[config.mk]
export PLATFORM = sky130hd
export DESIGN_NAME = ch0re_lsu_flat
export DESIGN_NICKNAME = d
export VERILOG_FILES = /design/src/rtl/ch0re_lsu_if.sv /design/src/rtl/ch0re_lsu.sv /design/src/flat_wrapper.sv
export SDC_FILE = /design/constraint.sdc
export NUM_CORES = 1
export LEC_CHECK = 0
export CORE_MARGIN = 2
export CORE_UTILIZATION = 25
export CTS_CLUSTER_DIAMETER = 80
export DETAILED_ROUTE_END_ITERATION = 16
export PLACE_DENSITY_LB_ADDON = 0.3
export SYNTH_ARGS = -nofsm -noshare
export SYNTH_HDL_FRONTEND = slang
export SYNTH_SLANG_ARGS = --single-unit
[constraint.sdc]
create_clock -name clk -period 5 [get_ports clk]
set_clock_uncertainty 0.15 [all_clocks]
set_input_delay 1 -clock clk [delete_from_list [all_inputs] [get_ports clk]]
set_output_delay 1 -clock clk [all_outputs]
set_load 0.01 [all_outputs]
[src/rtl/ch0re_lsu_if.sv]
// ch0re_lsu_if: groups the EX->LSU op handshake, the dword data-memory port
// and the LSU->WB completion into one bundle.
//   EX side : i_valid, o_ready, i_lsu_op, i_dtype, i_addr, i_wdata, i_rd
//   MEM side: o_mem_req, i_mem_gnt, o_mem_addr, o_mem_we, o_mem_be,
//             o_mem_wdata, i_mem_rvalid, i_mem_rdata
//   WB side : o_wb_valid, o_wb_wen, o_wb_rd, o_wb_data, o_misaligned
// Signal names keep the i_/o_ prefixes as seen from the LSU; the slave
// modport is the LSU view, the master modport is the EX/MEM/WB environment.
interface ch0re_lsu_if #(
    parameter int unsigned MEM_ADDR_WIDTH = 12
);
    logic                      i_valid;
    logic                      o_ready;
    logic [1:0]                i_lsu_op;
    logic [2:0]                i_dtype;
    logic [63:0]               i_addr;
    logic [63:0]               i_wdata;
    logic [4:0]                i_rd;

    logic                      o_mem_req;
    logic                      i_mem_gnt;
    logic [MEM_ADDR_WIDTH-1:0] o_mem_addr;
    logic                      o_mem_we;
    logic [7:0]                o_mem_be;
    logic [63:0]               o_mem_wdata;
    logic                      i_mem_rvalid;
    logic [63:0]               i_mem_rdata;

    logic                      o_wb_valid;
    logic                      o_wb_wen;
    logic [4:0]                o_wb_rd;
    logic [63:0]               o_wb_data;
    logic                      o_misaligned;

    modport slave (
        input  i_valid, i_lsu_op, i_dtype, i_addr, i_wdata, i_rd,
        input  i_mem_gnt, i_mem_rvalid, i_mem_rdata,
        output o_ready,
        output o_mem_req, o_mem_addr, o_mem_we, o_mem_be, o_mem_wdata,
        output o_wb_valid, o_wb_wen, o_wb_rd, o_wb_data, o_misaligned
    );

    modport master (
        output i_valid, i_lsu_op, i_dtype, i_addr, i_wdata, i_rd,
        output i_mem_gnt, i_mem_rvalid, i_mem_rdata,
        input  o_ready,
        input  o_mem_req, o_mem_addr, o_mem_we, o_mem_be, o_mem_wdata,
        input  o_wb_valid, o_wb_wen, o_wb_rd, o_wb_data, o_misaligned
    );
endinterface

[src/rtl/ch0re_lsu.sv]
// ch0re_lsu: load/store unit of the ch0re RV64I core, between EX and WB.
// Accepts one LOAD/STORE per handshake, drives a req/gnt/rvalid dword data
// memory port with byte enables and lane-shifted store data, extracts and
// sign/zero-extends load data, and flags misaligned accesses. Every accepted
// LOAD/STORE produces exactly one registered o_wb_valid pulse.
// Ports:
//   clk, rst_n : clock, synchronous active-low reset
//   lsu        : ch0re_lsu_if.slave (EX handshake, memory port, WB result)
module ch0re_lsu #(
    parameter int unsigned MEM_ADDR_WIDTH = 12
) (
    input  logic        clk,
    input  logic        rst_n,
    ch0re_lsu_if.slave  lsu
);

    localparam int unsigned DATA_W  = 64;
    localparam int unsigned BE_W    = 8;
    localparam int unsigned REG_W   = 5;
    localparam int unsigned DTYPE_W = 3;

    localparam logic [1:0] OP_LOAD  = 2'd1;
    localparam logic [1:0] OP_STORE = 2'd2;

    localparam logic [DTYPE_W-1:0] DT_B  = 3'd0;
    localparam logic [DTYPE_W-1:0] DT_H  = 3'd1;
    localparam logic [DTYPE_W-1:0] DT_W  = 3'd2;
    localparam logic [DTYPE_W-1:0] DT_BU = 3'd4;
    localparam logic [DTYPE_W-1:0] DT_HU = 3'd5;
    localparam logic [DTYPE_W-1:0] DT_WU = 3'd6;

    typedef enum logic [1:0] {
        S_IDLE = 2'd0,
        S_REQ  = 2'd1,
        S_WAIT = 2'd2,
        S_RESP = 2'd3
    } state_t;

    state_t               state;
    logic [DTYPE_W-1:0]   dtype_q;
    logic [2:0]           sh_q;
    logic                 is_load_q;
    logic                 fault_q;
    logic [REG_W-1:0]     rd_q;

    logic                 accept_c;
    logic                 is_load_c;
    logic                 misaligned_c;
    logic [BE_W-1:0]      be_base_c;
    logic [BE_W-1:0]      be_c;
    logic [DATA_W-1:0]    st_data_c;
    logic [DATA_W-1:0]    ld_shift_c;
    logic [DATA_W-1:0]    ld_ext_c;
    logic                 unused_addr_hi_c;

    // Only the dword index of the byte address reaches memory.
    assign unused_addr_hi_c = ^lsu.i_addr[DATA_W-1:MEM_ADDR_WIDTH+3];

    // Accept decode, alignment check and store lane generation on EX inputs.
    always_comb begin
        accept_c     = lsu.i_valid && lsu.o_ready &&
                       ((lsu.i_lsu_op == OP_LOAD) || (lsu.i_lsu_op == OP_STORE));
        is_load_c    = (lsu.i_lsu_op == OP_LOAD);
        misaligned_c = 1'b0;
        be_base_c    = 8'hFF;
        case (lsu.i_dtype)
            DT_B, DT_BU: begin
                misaligned_c = 1'b0;
                be_base_c    = 8'h01;
            end
            DT_H, DT_HU: begin
                misaligned_c = lsu.i_addr[0];
                be_base_c    = 8'h03;
            end
            DT_W, DT_WU: begin
                misaligned_c = |lsu.i_addr[1:0];
                be_base_c    = 8'h0F;
            end
            // D and the illegal encoding 7 are both treated as dword accesses.
            default: begin
                misaligned_c = |lsu.i_addr[2:0];
                be_base_c    = 8'hFF;
            end
        endcase
        be_c      = be_base_c << lsu.i_addr[2:0];
        st_data_c = lsu.i_wdata << {lsu.i_addr[2:0], 3'b000};
    end

    // Load data alignment and extension from the latched access shape.
    always_comb begin
        ld_shift_c = lsu.i_mem_rdata >> {sh_q, 3'b000};
        case (dtype_q)
            DT_B:    ld_ext_c = {{56{ld_shift_c[7]}},  ld_shift_c[7:0]};
            DT_H:    ld_ext_c = {{48{ld_shift_c[15]}}, ld_shift_c[15:0]};
            DT_W:    ld_ext_c = {{32{ld_shift_c[31]}}, ld_shift_c[31:0]};
            DT_BU:   ld_ext_c = {56'd0, ld_shift_c[7:0]};
            DT_HU:   ld_ext_c = {48'd0, ld_shift_c[15:0]};
            DT_WU:   ld_ext_c = {32'd0, ld_shift_c[31:0]};
            default: ld_ext_c = ld_shift_c;
        endcase
    end

    // Control FSM with registered memory and write-back outputs.
    always_ff @(posedge clk) begin
        if (!rst_n) begin
            state            <= S_IDLE;
            dtype_q          <= '0;
            sh_q             <= '0;
            is_load_q        <= 1'b0;
            fault_q          <= 1'b0;
            rd_q             <= '0;
            lsu.o_ready      <= 1'b1;
            lsu.o_mem_req    <= 1'b0;
            lsu.o_mem_addr   <= '0;
            lsu.o_mem_we     <= 1'b0;
            lsu.o_mem_be     <= '0;
            lsu.o_mem_wdata  <= '0;
            lsu.o_wb_valid   <= 1'b0;
            lsu.o_wb_wen     <= 1'b0;
            lsu.o_wb_rd      <= '0;
            lsu.o_wb_data    <= '0;
            lsu.o_misaligned <= 1'b0;
        end else begin
            lsu.o_wb_valid <= 1'b0;
            case (state)
                S_IDLE: begin
                    if (accept_c) begin
                        // A faulting op skips the memory port but still spends
                        // one REQ slot, so it completes on the same cycle a
                        // store granted immediately would.
                        state          <= S_REQ;
                        lsu.o_ready    <= 1'b0;
                        dtype_q        <= lsu.i_dtype;
                        sh_q           <= lsu.i_addr[2:0];
                        is_load_q      <= is_load_c;
                        fault_q        <= misaligned_c;
                        rd_q           <= lsu.i_rd;
                        lsu.o_mem_req  <= !misaligned_c;
                        lsu.o_mem_addr <= lsu.i_addr[MEM_ADDR_WIDTH+2:3];
                        lsu.o_mem_we   <= !is_load_c && !misaligned_c;
                        lsu.o_mem_be   <= (!is_load_c && !misaligned_c) ? be_c : '0;
                        lsu.o_mem_wdata <= (!is_load_c && !misaligned_c) ? st_data_c : '0;
                    end
                end
                S_REQ: begin
                    if (fault_q) begin
                        state            <= S_RESP;
                        lsu.o_wb_valid   <= 1'b1;
                        lsu.o_wb_wen     <= 1'b0;
                        lsu.o_wb_rd      <= rd_q;
                        lsu.o_wb_data    <= '0;
                        lsu.o_misaligned <= 1'b1;
                    end else if (lsu.i_mem_gnt) begin
                        lsu.o_mem_req   <= 1'b0;
                        lsu.o_mem_we    <= 1'b0;
                        lsu.o_mem_be    <= '0;
                        lsu.o_mem_wdata <= '0;
                        if (is_load_q) begin
                            state <= S_WAIT;
                        end else begin
                            state            <= S_RESP;
                            lsu.o_wb_valid   <= 1'b1;
                            lsu.o_wb_wen     <= 1'b0;
                            lsu.o_wb_rd      <= rd_q;
                            lsu.o_wb_data    <= '0;
                            lsu.o_misaligned <= 1'b0;
                        end
                    end
                end
                S_WAIT: begin
                    if (lsu.i_mem_rvalid) begin
                        state            <= S_RESP;
                        lsu.o_wb_valid   <= 1'b1;
                        lsu.o_wb_wen     <= (rd_q != 5'd0);
                        lsu.o_wb_rd      <= rd_q;
                        lsu.o_wb_data    <= ld_ext_c;
                        lsu.o_misaligned <= 1'b0;
                    end
                end
                default: begin
                    // RESP: the pulse drops via the default above; reopen EX.
                    state            <= S_IDLE;
                    lsu.o_ready      <= 1'b1;
                    lsu.o_wb_wen     <= 1'b0;
                    lsu.o_wb_rd      <= '0;
                    lsu.o_wb_data    <= '0;
                    lsu.o_misaligned <= 1'b0;
                end
            endcase
        end
    end

endmodule

[src/flat_wrapper.sv]
// flat-port wrapper written by rule: the top's interface ports become plain ports
module ch0re_lsu_flat 
#(
    parameter int unsigned MEM_ADDR_WIDTH = 12
)
  (clk, rst_n, lsu_i_valid, lsu_i_lsu_op, lsu_i_dtype, lsu_i_addr, lsu_i_wdata, lsu_i_rd, lsu_i_mem_gnt, lsu_i_mem_rvalid, lsu_i_mem_rdata, lsu_o_ready, lsu_o_mem_req, lsu_o_mem_addr, lsu_o_mem_we, lsu_o_mem_be, lsu_o_mem_wdata, lsu_o_wb_valid, lsu_o_wb_wen, lsu_o_wb_rd, lsu_o_wb_data, lsu_o_misaligned);
  ch0re_lsu_if #(.MEM_ADDR_WIDTH(MEM_ADDR_WIDTH)) lsu_i ();
  input  logic clk;
  input  logic rst_n;
  input wire logic [$bits(lsu_i.i_valid)-1:0] lsu_i_valid;
  input wire logic [$bits(lsu_i.i_lsu_op)-1:0] lsu_i_lsu_op;
  input wire logic [$bits(lsu_i.i_dtype)-1:0] lsu_i_dtype;
  input wire logic [$bits(lsu_i.i_addr)-1:0] lsu_i_addr;
  input wire logic [$bits(lsu_i.i_wdata)-1:0] lsu_i_wdata;
  input wire logic [$bits(lsu_i.i_rd)-1:0] lsu_i_rd;
  input wire logic [$bits(lsu_i.i_mem_gnt)-1:0] lsu_i_mem_gnt;
  input wire logic [$bits(lsu_i.i_mem_rvalid)-1:0] lsu_i_mem_rvalid;
  input wire logic [$bits(lsu_i.i_mem_rdata)-1:0] lsu_i_mem_rdata;
  output wire logic [$bits(lsu_i.o_ready)-1:0] lsu_o_ready;
  output wire logic [$bits(lsu_i.o_mem_req)-1:0] lsu_o_mem_req;
  output wire logic [$bits(lsu_i.o_mem_addr)-1:0] lsu_o_mem_addr;
  output wire logic [$bits(lsu_i.o_mem_we)-1:0] lsu_o_mem_we;
  output wire logic [$bits(lsu_i.o_mem_be)-1:0] lsu_o_mem_be;
  output wire logic [$bits(lsu_i.o_mem_wdata)-1:0] lsu_o_mem_wdata;
  output wire logic [$bits(lsu_i.o_wb_valid)-1:0] lsu_o_wb_valid;
  output wire logic [$bits(lsu_i.o_wb_wen)-1:0] lsu_o_wb_wen;
  output wire logic [$bits(lsu_i.o_wb_rd)-1:0] lsu_o_wb_rd;
  output wire logic [$bits(lsu_i.o_wb_data)-1:0] lsu_o_wb_data;
  output wire logic [$bits(lsu_i.o_misaligned)-1:0] lsu_o_misaligned;
  assign lsu_i.i_valid = lsu_i_valid;
  assign lsu_i.i_lsu_op = lsu_i_lsu_op;
  assign lsu_i.i_dtype = lsu_i_dtype;
  assign lsu_i.i_addr = lsu_i_addr;
  assign lsu_i.i_wdata = lsu_i_wdata;
  assign lsu_i.i_rd = lsu_i_rd;
  assign lsu_i.i_mem_gnt = lsu_i_mem_gnt;
  assign lsu_i.i_mem_rvalid = lsu_i_mem_rvalid;
  assign lsu_i.i_mem_rdata = lsu_i_mem_rdata;
  assign lsu_o_ready = lsu_i.o_ready;
  assign lsu_o_mem_req = lsu_i.o_mem_req;
  assign lsu_o_mem_addr = lsu_i.o_mem_addr;
  assign lsu_o_mem_we = lsu_i.o_mem_we;
  assign lsu_o_mem_be = lsu_i.o_mem_be;
  assign lsu_o_mem_wdata = lsu_i.o_mem_wdata;
  assign lsu_o_wb_valid = lsu_i.o_wb_valid;
  assign lsu_o_wb_wen = lsu_i.o_wb_wen;
  assign lsu_o_wb_rd = lsu_i.o_wb_rd;
  assign lsu_o_wb_data = lsu_i.o_wb_data;
  assign lsu_o_misaligned = lsu_i.o_misaligned;
  ch0re_lsu #(.MEM_ADDR_WIDTH(MEM_ADDR_WIDTH)) u_core (.clk(clk), .rst_n(rst_n), .lsu(lsu_i));
endmodule
# Word-level counts from Yosys, hierarchy flattened
# Index checks and enable logic that the tools add are counted.
# op_classes
eq_ne	20
shift	3
muxes	50
bitwise_logic	2
reduce_logical	22
# op_table
operator	count
64-bit 2-to-1 mux	8
64-bit case mux with 6 select lines	1
64-bit case mux with 3 select lines	1
64-bit case mux with 2 select lines	1
64-bit by 6-bit << shifter with 64-bit output	1
64-bit by 6-bit >> shifter with 64-bit output	1
8-bit 2-to-1 mux	4
8-bit case mux with 3 select lines	1
5-bit 2-to-1 mux	4
3-bit == test (second input constant)	6
1-bit 2-to-1 mux	16
8-bit case mux with 2 select lines	1
5-bit case mux with 3 select lines	1
2-bit OR reduction	5
1-bit case mux with 3 select lines	3
2-bit 2-to-1 mux	4
1-bit case mux with 2 select lines	4
4-bit AND reduction	2
8-bit by 3-bit << shifter with 8-bit output	1
3-bit by 1-bit == test with 1-bit output (second input constant)	2
3-bit by 2-bit == test with 1-bit output (second input constant)	2
3-bit logical NOT	2
2-bit != test (second input constant)	3
2-bit case mux with 3 select lines	1
other kinds (15)	22
# word_totals
ff_bits	174
inputBits	207
output_inout_bits	159
word_cells	114

# Logic depth before layout (Yosys ltp)
# Gate-level depths: netlist (run 1).
# logic_depth
ltp_word	8
mapped_depth	10
ltp_nobuf	7

# Worst setup path after synthesis (run 1)
# OpenSTA, ideal clock, no wires.
# synth_timing
path_kind	input -> register
startpoint	input port lsu_i_lsu_op[1]
endpoint	register u_core.lsu.o_mem_wdata[35]
setup_ps	70
t_arrival_ps	2709
required_time_ps	4780
path_slack_ps	2071
path_stages	9
n_path_buf	2
path_cell_list	inv_1 > ha_1 > nand4b_2 > or4_1 > clkbuf_1 > nor2_4 > buf_4 > a32oi_1 > a21boi_1
# synth_between
elab_chain_len	6
elab_cells_between_ends	11
classes_between	3 x eq/ne; 3 x mux; 5 x reduce/logical
# synth_lines
item	line_no	source
start, declared	flat_wrapper.sv:11	input wire logic [$bits(lsu_i.i_lsu_op)-1:0] lsu_i_lsu_op;
2-bit by 1-bit == test with 1-bit output	ch0re_lsu.sv:62, ch0re_lsu.sv:63	
1-bit logical NOT	ch0re_lsu.sv:142	lsu.o_mem_wdata <= (!is_load_c && !misaligned_c) ? st_data_c : '0;
1-bit logical AND	ch0re_lsu.sv:142	
64-bit 2-to-1 mux	ch0re_lsu.sv:142	
64-bit 2-to-1 mux	ch0re_lsu.sv:127	if (accept_c) begin
64-bit case mux with 2 select lines	ch0re_lsu.sv:125	case (state)
end signal, assigned	ch0re_lsu.sv:142	
end, declared	ch0re_lsu_if.sv:39	output o_mem_req, o_mem_addr, o_mem_we, o_mem_be, o_mem_wdata,
# Several ways; a longest one is shown, not always the timed one. The select of a mux whose other input is x is not followed.
# A chain may end at the register's enable or synchronous reset.

# Final worst setup path (run 1)
# Same ends and word-level chain as after synthesis.

==> summary.txt, run 1 <==
Outcome
  – Status: finished, final reports clean

Cells and area
  – Final #Nets: 1562
  – Final instance area: 14090 sq um
  – Share of cells above drive strength 1: 11.67%
  – ANT cells: 0
  – Area grow syn2layout: 40.80%

Critical path
  – CP bufs+invs: 2
  – Max incr delay on CP: 0.75 ns
  – CP delay by family, top: simple AND/OR/NAND/NOR gates
  – R2r setup slk: 1.82 ns
  – CP Cell Sequence: clkdlybuf4s50_1 > inv_1 > ha_1 > nand4b_2 > or4_1 > nor2_4 > a32oi_1 > a21boi_1
  – Worst Path Required: 5.24 ns
  – Critical Path Stages: 8
  – Critical-path maximum fanout: 28
  – CP arrival: 3.80 ns
  – Type of origin of the critical path: primary input
  – Reg2reg start: u_core.state[1]
  – R2r endpoint: u_core.lsu.o_wb_data[35]
  – Reg2Reg Depth: 8
  – Slowest CP cell: nor2_4
  – Crit Path Class: in2reg
  – Critical Path End Type: flip-flop

Floorplanning
  – Initial Util: 25.25%
  – Ports: 366
  – Die W: 204.1 microns
  – Die ar.: 41660 sq um
  – Core region area: 39640 sq um
  – Num rows: 73
  – Height of the die: 204.1 microns

Placement
  – GPL Wtd Cong: 0.9271
  – Final HPWL DP: 28460 microns
  – Dpl cell area: 13510 sq um
  – Port bufs: 316

Yosys
  – Syn_nets: 1314
  – Post-Syn Instances: 1102
  – Synthesized area per cell: 9.084 sq um
  – Post-synth top area cell: dfxtp_1
  – #FFs+latches synth: 174
  – Top_reg_cell synth: dfxtp_1
  – Yosys Warn Count: 0
  – Async SR Flop Fraction: 0%
  – Synth top area share: 34.80%
  – Seq/Total Area, Yosys: 34.80%
  – Top-count cell post-synth: nand2_1
  – Synthesized area: 10010 sq um
  – Area contributors post-synth: dfxtp_1 (35%), mux4_2 (10%), nand2_1 (6.8%), mux2i_1 (6.2%), nor2b_1 (4.9%)
  – Top cells by count, synth: nand2_1 (181), dfxtp_1 (174), nor2b_1 (78)
  – EDFF count, synth: 0
  – Count of cell types in the netlist: 56

Global routing
  – Gr usage total: 18.32%
  – First-pass GRT wire length: 58130 microns
  – Pin count of the biggest net entering global routing: 92
  – Initial antenna violation count: 4
  – Vias in the first global route: 9381
  – Total gr overflow: 0

Detailed routing
  – DRT iter0 DRCs: 521
  – Pre-Repair DR Iteration Count: 5
  – Avg WL per Cell: 20.66 microns
  – Vias per inst: 5.090
  – Antenna Nets Post-Route: 0
  – Final WL: 39020 microns
  – Vias: 9609
  – # DRC: 0

CTS
  – Cts repair resizes: 0
  – # clock sinks: 174
  – Worst-path clk slew: 0.08 ns
  – CTS max path bufs: 2
  – CTS root buf: clkbuf_16
  – Max H-tree Level: 4
  – CTS buffer count: 17
  – TritonCTS clock tree: done
  – Clk_lat worst skew: 0.46 ns
  – Setup Buffers After CTS: 0
  – # hold bufs at CTS: 0

STA
  – Max frequency: 280.9 MHz
  – RSZ-0062 raised after global routing: false
  – Finish-stage setup viols: 0
  – Post-layout min period: 3.560 ns
  – Final Cycle Share: 71.19%
  – Slew Viols, Final: 0
  – Fin. Hold Viols: 0
  – Actual slew at the worst max-slew pin: 1.014 ns
  – Hold WS: 0.3041 ns
  – Slew headroom: 32.18%
  – Setup TNS: 0 ns

Pwr
  – Peak VDD IR: 0.2753 mV
  – PD cells: 334.5 nW/um^2
  – Leakage dissipation: 4.739 nW
  – Tot Pwr: 0.004714 W

Worst hold path
  – Hold Crit Start: u_core.lsu.o_wb_data[32]
  – Worst Hold Depth: 2
  – Hold Path Sink: u_core.lsu.o_wb_data[32]
  – HP Class: reg2reg

Run
  – Max Cap Violations: 0
[registers in the layout, summed over array words and instances, names as in the netlist, 2 cells and up]
register                cells
u_core.lsu.o_mem_addr      12
u_core.lsu.o_wb_rd          5
u_core.state                2
u_core.lsu.o_wb_data       64
u_core.rd_q                 5
u_core.sh_q                 3
u_core.dtype_q              3
u_core.lsu.o_mem_wdata     64
u_core.lsu.o_mem_be         8
[kinds of logic after synthesis]
kind of cell / share of synthesized area (%)
adder cells (fa/ha/maj): 0.6249
flip-flops: 34.80
AO/OA/AOI/OAI: 22.35
buffers and inverters: 5.262
AND/OR/NAND/NOR: 17.16
multiplexers: 19.81
[per-stage QoR]
stage	cells	setup WS [ns]	utilization (%)
after floorplan	1102	2.071	-
after global placement	1856	0.9930	34.07
after detailed placement	1856	1.001	34.07
after CTS	1888	1.497	35.56
after global routing	1888	1.272	35.56
final	1888	1.440	35.56
[layer usage]
metal / vias to the layer above / part of all wire [%] / track usage [%] / routed length, microns
li1: 4524 / - / - / -
met2: 364 / 47 / 30.33 / 18480
met4: 8 / 2.3 / 5.512 / 908
met3: 46 / 9.5 / 6.537 / 3697
met1: 4667 / 41 / 22.23 / 15880
met5: - / 0.14 / 0 / 53
[final cells by class]
type                            count  area, sq um
Multi-Input combinational cell    809         6018
Sequential cell                   174         3486
Tap cell                          525        656.9
Inverter                           13        48.80
Timing Repair Buffer              335         3296
Clock buffer                       17        425.4
Fill cell                        4061        25550
Clock inverter                     15        163.9
[power breakdown]
part / internal, W / leakage [nW] / switching (W)
Sequential: 0.00150 / 1.41 / 0.0000787
Combinational: 0.000704 / 3.04 / 0.00105
Clock: 0.000676 / 0.292 / 0.000707
[worst max-delay path by stage]
stage,startpoint,endpoint,slack [ns]
6_report,lsu_i_lsu_op[1],u_core.lsu.o_mem_wdata[35],1.44
5_1_grt,lsu_i_lsu_op[1],u_core.lsu.o_mem_wdata[6],1.27
4_1_cts,lsu_i_lsu_op[1],u_core.lsu.o_mem_wdata[35],1.50
3_5_place_dp,lsu_i_lsu_op[1],u_core.lsu.o_mem_wdata[35],1.00
3_3_place_gp,lsu_i_lsu_op[1],u_core.lsu.o_mem_wdata[35],0.99
2_1_floorplan,lsu_i_lsu_op[1],u_core.lsu.o_mem_wdata[35],2.07
[worst reg2reg max path, cell delays in order (launching register included)]
cell     delay (ns)
dfxtp_1        0.39
inv_1          0.08
ha_1           0.29
nor3b_1        0.21
nor4_2         0.63
and3_1         0.71
buf_4          0.38
nand2_1        0.15
o21ai_1        0.13
[placed cells by master (no fill, tap or decap), types with 9 or more instances in the layout]
master / netlist / final
a21boi_0: 46 / 46
or3_1: 10 / 10
clkbuf_16: 0 / 17
o211ai_1: 10 / 10
nor2_1: 26 / 25
nand2b_1: 9 / 9
nand2_1: 181 / 181
mux4_2: 45 / 45
nand3_1: 14 / 14
buf_4: 5 / 21
a2bb2oi_1: 16 / 16
a211oi_1: 37 / 37
o31ai_2: 15 / 15
mux2_2: 31 / 31
o21ai_0: 64 / 63
and3_1: 9 / 9
inv_1: 9 / 9
mux2i_1: 62 / 62
clkdlybuf4s50_1: 0 / 313
nand3b_1: 9 / 9
dfxtp_1: 174 / 172
a22oi_1: 46 / 46
a32oi_1: 11 / 11
a21oi_1: 28 / 28
nor2b_1: 78 / 77
Power figures use the tool's default switching activity.
==> run 2, diff against run 1 <==
==> constraint.sdc (replaced) <==
create_clock -name clk -period 3.67 [get_ports clk]
set_clock_uncertainty 0.15 [all_clocks]
set_input_delay 0.734 -clock clk [delete_from_list [all_inputs] [get_ports clk]]
set_output_delay 0.734 -clock clk [all_outputs]
set_load 0.01 [all_outputs]
==> summary.txt, run 2 (same netlist as run 1, synthesis figures left out) <==
Detailed routing
  – DRT iter0 DRCs: 575
  – Antenna Nets Post-Route: 0
  – Vias per inst: 5.077
  – Avg WL per Cell: 20.59 microns
  – Pre-Repair DR Iteration Count: 5
  – Vias: 9641
  – # DRC: 0
  – Final WL: 39100 microns

STA
  – Slew Viols, Final: 0
  – Slew headroom: 31.91%
  – Fin. Hold Viols: 0
  – RSZ-0062 raised after global routing: false
  – Setup TNS: 0 ns
  – Actual slew at the worst max-slew pin: 1.021 ns
  – Post-layout min period: 2.854 ns
  – Max frequency: 350.3 MHz
  – Finish-stage setup viols: 0
  – Final Cycle Share: 77.78%

Global routing
  – Vias in the first global route: 9676
  – Grt met3 use: 6.967%
  – Met1 Usage GRT: 22.39%
  – Initial antenna violation count: 4
  – First-pass GRT wire length: 59200 microns
  – Pin count of the biggest net entering global routing: 110
  – Gr usage total: 18.65%
  – Global route hottest layer: met2
  – Total gr overflow: 0
  – Met2 Use GR: 30.65%

Critical path
  – Slowest CP cell: nor4_2
  – Max incr delay on CP: 0.65 ns
  – Worst Path Required: 3.89 ns
  – CP arrival: 3.07 ns
  – CP delay by family, top: simple AND/OR/NAND/NOR gates
  – Critical Path End Type: flip-flop
  – Reg2Reg Depth: 8
  – Type of origin of the critical path: flip-flop
  – CP Cell Sequence: inv_1 > ha_1 > nor3b_1 > nor4_2 > and3_1 > buf_12 > nand2_1 > o211ai_1
  – R2r setup slk: 0.82 ns
  – CP bufs+invs: 2
  – Critical-path maximum fanout: 34
  – R2r endpoint: u_core.lsu.o_wb_data[28]
  – Crit Path Class: reg2reg
  – Reg2reg start: u_core.state[1]

Cells and area
  – Final #Nets: 1575
  – Final instance area: 14240 sq um
  – Largest registers: u_core.lsu.o_mem_wdata x64, u_core.lsu.o_wb_data x64, u_core.lsu.o_mem_addr x12
  – Highest-count cells in the layout ignoring fill and taps: clkdlybuf4s50_1 (313), nand2_1 (181), dfxtp_1 (172)
  – Commonest non-fill, non-tap cell in the layout: clkdlybuf4s50_1
  – ANT cells: 0
  – Share of cells above drive strength 1: 12.37%
  – Area grow syn2layout: 42.26%

Worst hold path
  – Hold Path Sink: u_core.lsu.o_wb_data[45]
  – HP Class: reg2reg
  – Hold Crit Start: u_core.lsu.o_wb_data[45]
  – Worst Hold Depth: 2

CTS
  – CTS buffer count: 17
  – Setup Buffers After CTS: 0
  – Cts repair resizes: 0
  – Max H-tree Level: 4
  – CTS max path bufs: 2
  – Clk_lat worst skew: 0.45 ns
  – TritonCTS clock tree: done
  – # clock sinks: 174
  – CTS root buf: clkbuf_16
  – # hold bufs at CTS: 0
  – Worst-path clk slew: 0.07 ns

Placement
  – Dpl cell area: 13670 sq um
  – Final HPWL DP: 28920 microns
  – GPL Wtd Cong: 0.9116
  – Port bufs: 316

Floorplanning
  – Height of the die: 204.1 microns
  – Core region area: 39640 sq um
  – Initial Util: 25.25%
  – Num rows: 73
  – Die ar.: 41660 sq um
  – Die W: 204.1 microns
  – Ports: 366

Pwr
  – Leakage dissipation: 4.808 nW
  – PD cells: 458.6 nW/um^2
  – Peak VDD IR: 0.3573 mV

Outcome
  – Status: finished, final reports clean

Run
  – Max Cap Violations: 0
==> run 2: cell types whose count changed in the layout (fill, tap and decap cells not counted), moves of 3 or more <==
cell | before | now
inv_8 | 7 | 0
buf_12 | 0 | 5
buf_4 | 21 | 29
clkinvlp_4 | 0 | 3
==> run 2: report_power, final <==
part	switching [W]	leakage [nW]	internal (W)	total [W]
registers	0.000126	1.41	0.00204	0.00216
logic	0.00143	3.13	0.00105	0.00248
clock network	0.000867	0.275	0.00102	0.00189
total	0.00243	4.81	0.00411	0.00653
==> run 2: cell type report <==
class,instances,area [sq um]
fillers,4088,25400
multi-input cells,809,6018
flip-flops and latches,174,3486
well taps,525,656.9
repair buffers,348,3456
clock buffers,18,439.2
inverters,13,48.80
clock inverters,12,136.4
==> run 2: worst max path at each step <==
stage	cells after the start	from	endpoint
3_5_place_dp	9	lsu_i_lsu_op[1]	u_core.lsu.o_mem_wdata[35]
5_1_grt	8	u_core.state[1]	u_core.lsu.o_wb_data[24]
3_3_place_gp	9	lsu_i_lsu_op[1]	u_core.lsu.o_mem_wdata[35]
6_report	8	u_core.state[1]	u_core.lsu.o_wb_data[28]
2_1_floorplan	9	lsu_i_lsu_op[1]	u_core.lsu.o_mem_wdata[35]
4_1_cts	8	u_core.state[1]	u_core.lsu.o_wb_data[31]
==> run 2: per-layer routing <==
metal / share of wire [%] / wire (microns) / vias up
li1: - / - / 4554
met1: 40 / 15730 / 4687
met2: 47 / 18560 / 345
met3: 10 / 3898 / 53
met4: 2.3 / 899 / 2
met5: 0.033 / 13 / -
==> run 2: stage by stage <==
| step | power (W) | instances | hold slack (ns) | setup slack [ns] | util (%) |
|---|---|---|---|---|---|
| after floorplan | 0.003654 | 1102 | 0.3016 | 1.007 | - |
| after global placement | 0.004668 | 1869 | 0.2870 | 0.4013 | 34.47 |
| after detailed placement | 0.004690 | 1869 | 0.2940 | 0.3992 | 34.47 |
| after CTS | 0.006607 | 1899 | 0.3083 | 0.8265 | 35.93 |
| after global routing | 0.006901 | 1899 | 0.3287 | 0.6035 | 35.93 |
| final | 0.006532 | 1899 | 0.3034 | 0.8155 | 35.93 |
==> run 2: tightest hold or removal path, stage by stage, from the launching register on <==
cell,delay [ns]
dfxtp_1,0.32
nand2_1,0.04
o21ai_0,0.06
==> run 3, diff against run 2 <==
==> constraint.sdc (replaced) <==
create_clock -name clk -period 2.5 [get_ports clk]
set_clock_uncertainty 0.15 [all_clocks]
set_input_delay 0.5 -clock clk [delete_from_list [all_inputs] [get_ports clk]]
set_output_delay 0.5 -clock clk [all_outputs]
set_load 0.01 [all_outputs]
==> summary.txt, run 3 (same netlist as run 1, synthesis figures left out) <==
Outcome
  – Status: finished, final reports clean

Pwr
  – Psw: 0.003638 W
  – Internal Power: 0.006213 W
  – Tot Pwr: 0.009851 W
  – Power share of the clock group: 27.7%
  – Peak VDD IR: 0.6506 mV
  – Leakage dissipation: 5.188 nW
  – Comb power frac: 40.2%
  – Seq pwr share: 32.0%
  – Sw Ratio: 36.93%
  – PD cells: 659.5 nW/um^2

Worst hold path
  – Hold Crit Start: rst_n
  – Worst Hold Depth: 2
  – HP Class: in2reg
  – Hold Path Sink: u_core.lsu.o_wb_rd[2]

Critical path
  – Crit Path Class: in2reg
  – CP Cell Sequence: clkdlybuf4s50_1 > inv_1 > ha_1 > nand4b_2 > or4_4 > buf_4 > or3_1 > a21boi_0
  – CP arrival: 2.63 ns
  – R2r endpoint: u_core.lsu.o_mem_wdata[20]
  – Reg2reg start: u_core.state[0]
  – Slowest CP cell: or4_4
  – Worst Path Required: 2.72 ns
  – Critical-path maximum fanout: 8
  – R2r setup slk: 0.18 ns
  – Max incr delay on CP: 0.49 ns
  – Critical Path End Type: flip-flop
  – Type of origin of the critical path: primary input
  – Reg2Reg Depth: 7

Cells and area
  – Largest registers: u_core.lsu.o_mem_wdata x64, u_core.lsu.o_wb_data x64, u_core.lsu.o_mem_addr x12
  – Final #Nets: 1638
  – Commonest non-fill, non-tap cell in the layout: clkdlybuf4s50_1
  – Final instance area: 14940 sq um
  – Post-Layout Cell Count: 1965
  – Area grow syn2layout: 49.19%
  – Highest-count cells in the layout ignoring fill and taps: clkdlybuf4s50_1 (313), nand2_1 (180), dfxtp_1 (172)
  – Filler cells: 4053
  – Share of cells above drive strength 1: 16.55%

CTS
  – CTS buffer count: 17
  – Clk_lat worst skew: 0.45 ns
  – CTS root buf: clkbuf_16
  – CTS max path bufs: 2
  – Max H-tree Level: 4
  – # clock sinks: 174
  – Setup Buffers After CTS: 0
  – Worst-path clk slew: 0.08 ns
  – TritonCTS clock tree: done

Detailed routing
  – DRT iter0 DRCs: 529
  – Pre-Repair DR Iteration Count: 7
  – # DRC: 0
  – Final WL: 40020 microns
  – Vias: 9793
  – Antenna Nets Post-Route: 0
  – Vias per inst: 4.984
  – Avg WL per Cell: 20.37 microns

STA
  – RSZ-0062 raised after global routing: false
  – Slew Viols, Final: 0
  – Actual slew at the worst max-slew pin: 0.7441 ns
  – PnR worst setup slack: 0.09782 ns
  – Fin. Hold Viols: 0
  – Finish-stage setup viols: 0
  – Max frequency: 416.3 MHz
  – Post-layout min period: 2.402 ns
  – Final Cycle Share: 96.09%
  – Slew headroom: 50.39%

Global routing
  – Gr usage total: 18.95%
  – First-pass GRT wire length: 59930 microns
  – Pin count of the biggest net entering global routing: 82
  – Vias in the first global route: 9786
  – Initial antenna violation count: 8
  – Total gr overflow: 0

Floorplanning
  – Num rows: 73
  – Ports: 366
  – Initial Util: 25.25%
  – Core region area: 39640 sq um
  – Die W: 204.1 microns
  – Height of the die: 204.1 microns
  – Die ar.: 41660 sq um

Placement
  – Final HPWL DP: 30680 microns
  – Cells after DPL: 1932
  – Port bufs: 316
  – GPL Wtd Cong: 0.9394
  – Setup slack at placement: -0.4935 ns
  – Dpl cell area: 14310 sq um

Run
  – Max Cap Violations: 0
run 3: changes by cell type in the layout (fill, tap and decap cells not counted), sizes merged:
cell    delta
buf       +63
diode      +2
bufinv     -1
clkbuf     +1
inv        +1
run 3: routing by layer:
layer  part of all wire [%]  GRT usage, %  vias up
li1                       -             -     4669
met1                     41         22.83     4745
met2                     47         31.46      322
met3                    9.0         6.856       47
met4                    2.2         5.745       10
met5                   0.15             0        -
run 3: critical path, delay by kind of cell:
family | cells | cell delay [ns]
adders and majority gates | 1 | 0.28
and+or+nand+nor | 3 | 1.01
buffers and inverters | 3 | 0.68
AOI/OAI and AO/OA | 1 | 0.17
run 3: what timing repair did:
action	CTS	global route
hold endpoints to repair	0	0
endpoints found under the setup margin	6	94
pin swaps	1	0
resized for setup	1	11
hold buffers	0	0
run 3: worst max path at each step:
stage / start / to / cells past startpoint
2_1_floorplan: lsu_i_lsu_op[1] / u_core.lsu.o_mem_wdata[35] / 9
3_3_place_gp: lsu_i_lsu_op[1] / u_core.lsu.o_mem_wdata[23] / 8
3_5_place_dp: lsu_i_lsu_op[1] / u_core.lsu.o_mem_wdata[17] / 8
4_1_cts: lsu_i_lsu_op[1] / u_core.lsu.o_mem_wdata[17] / 8
5_1_grt: lsu_i_lsu_op[1] / u_core.lsu.o_mem_wdata[21] / 8
6_report: lsu_i_lsu_op[1] / u_core.lsu.o_mem_wdata[20] / 8
run 3: area by class of cell:
cell class / count / area [sq um] / share of cell area (%)
Multi-Input combinational cell: 809 / 6050 / 40.50
Antenna cell: 2 / 5.005 / 0.03351
Inverter: 13 / 48.80 / 0.3267
Clock inverter: 12 / 125.1 / 0.8377
Clock buffer: 19 / 452.9 / 3.033
Sequential cell: 174 / 3486 / 23.34
Tap cell: 525 / 656.9 / 4.398
Timing Repair Buffer: 411 / 4111 / 27.53
run 3: power groups by stage:
stage / Sequential [W] / Combinational, W / Clock, W
after floorplan: 0.00325 / 0.00212 / 0
after global placement: 0.00321 / 0.00389 / 0
after detailed placement: 0.00322 / 0.00391 / 0
after CTS: 0.00316 / 0.00394 / 0.00282
after global routing: 0.00318 / 0.00427 / 0.00290
final: 0.00316 / 0.00396 / 0.00273
run 3: stage by stage:
| step | util, % | hold slack, ns | setup TNS, ns |
|---|---|---|---|
| final | 37.68 | 0.2291 | 0 |
| after global routing | 37.66 | 0.2170 | 0 |
| after floorplan | - | 0.3016 | 0 |
| after CTS | 37.59 | 0.2012 | 0 |
| after global placement | 36.11 | 0.2893 | -37.27 |
| after detailed placement | 36.11 | 0.2926 | -38.24 |
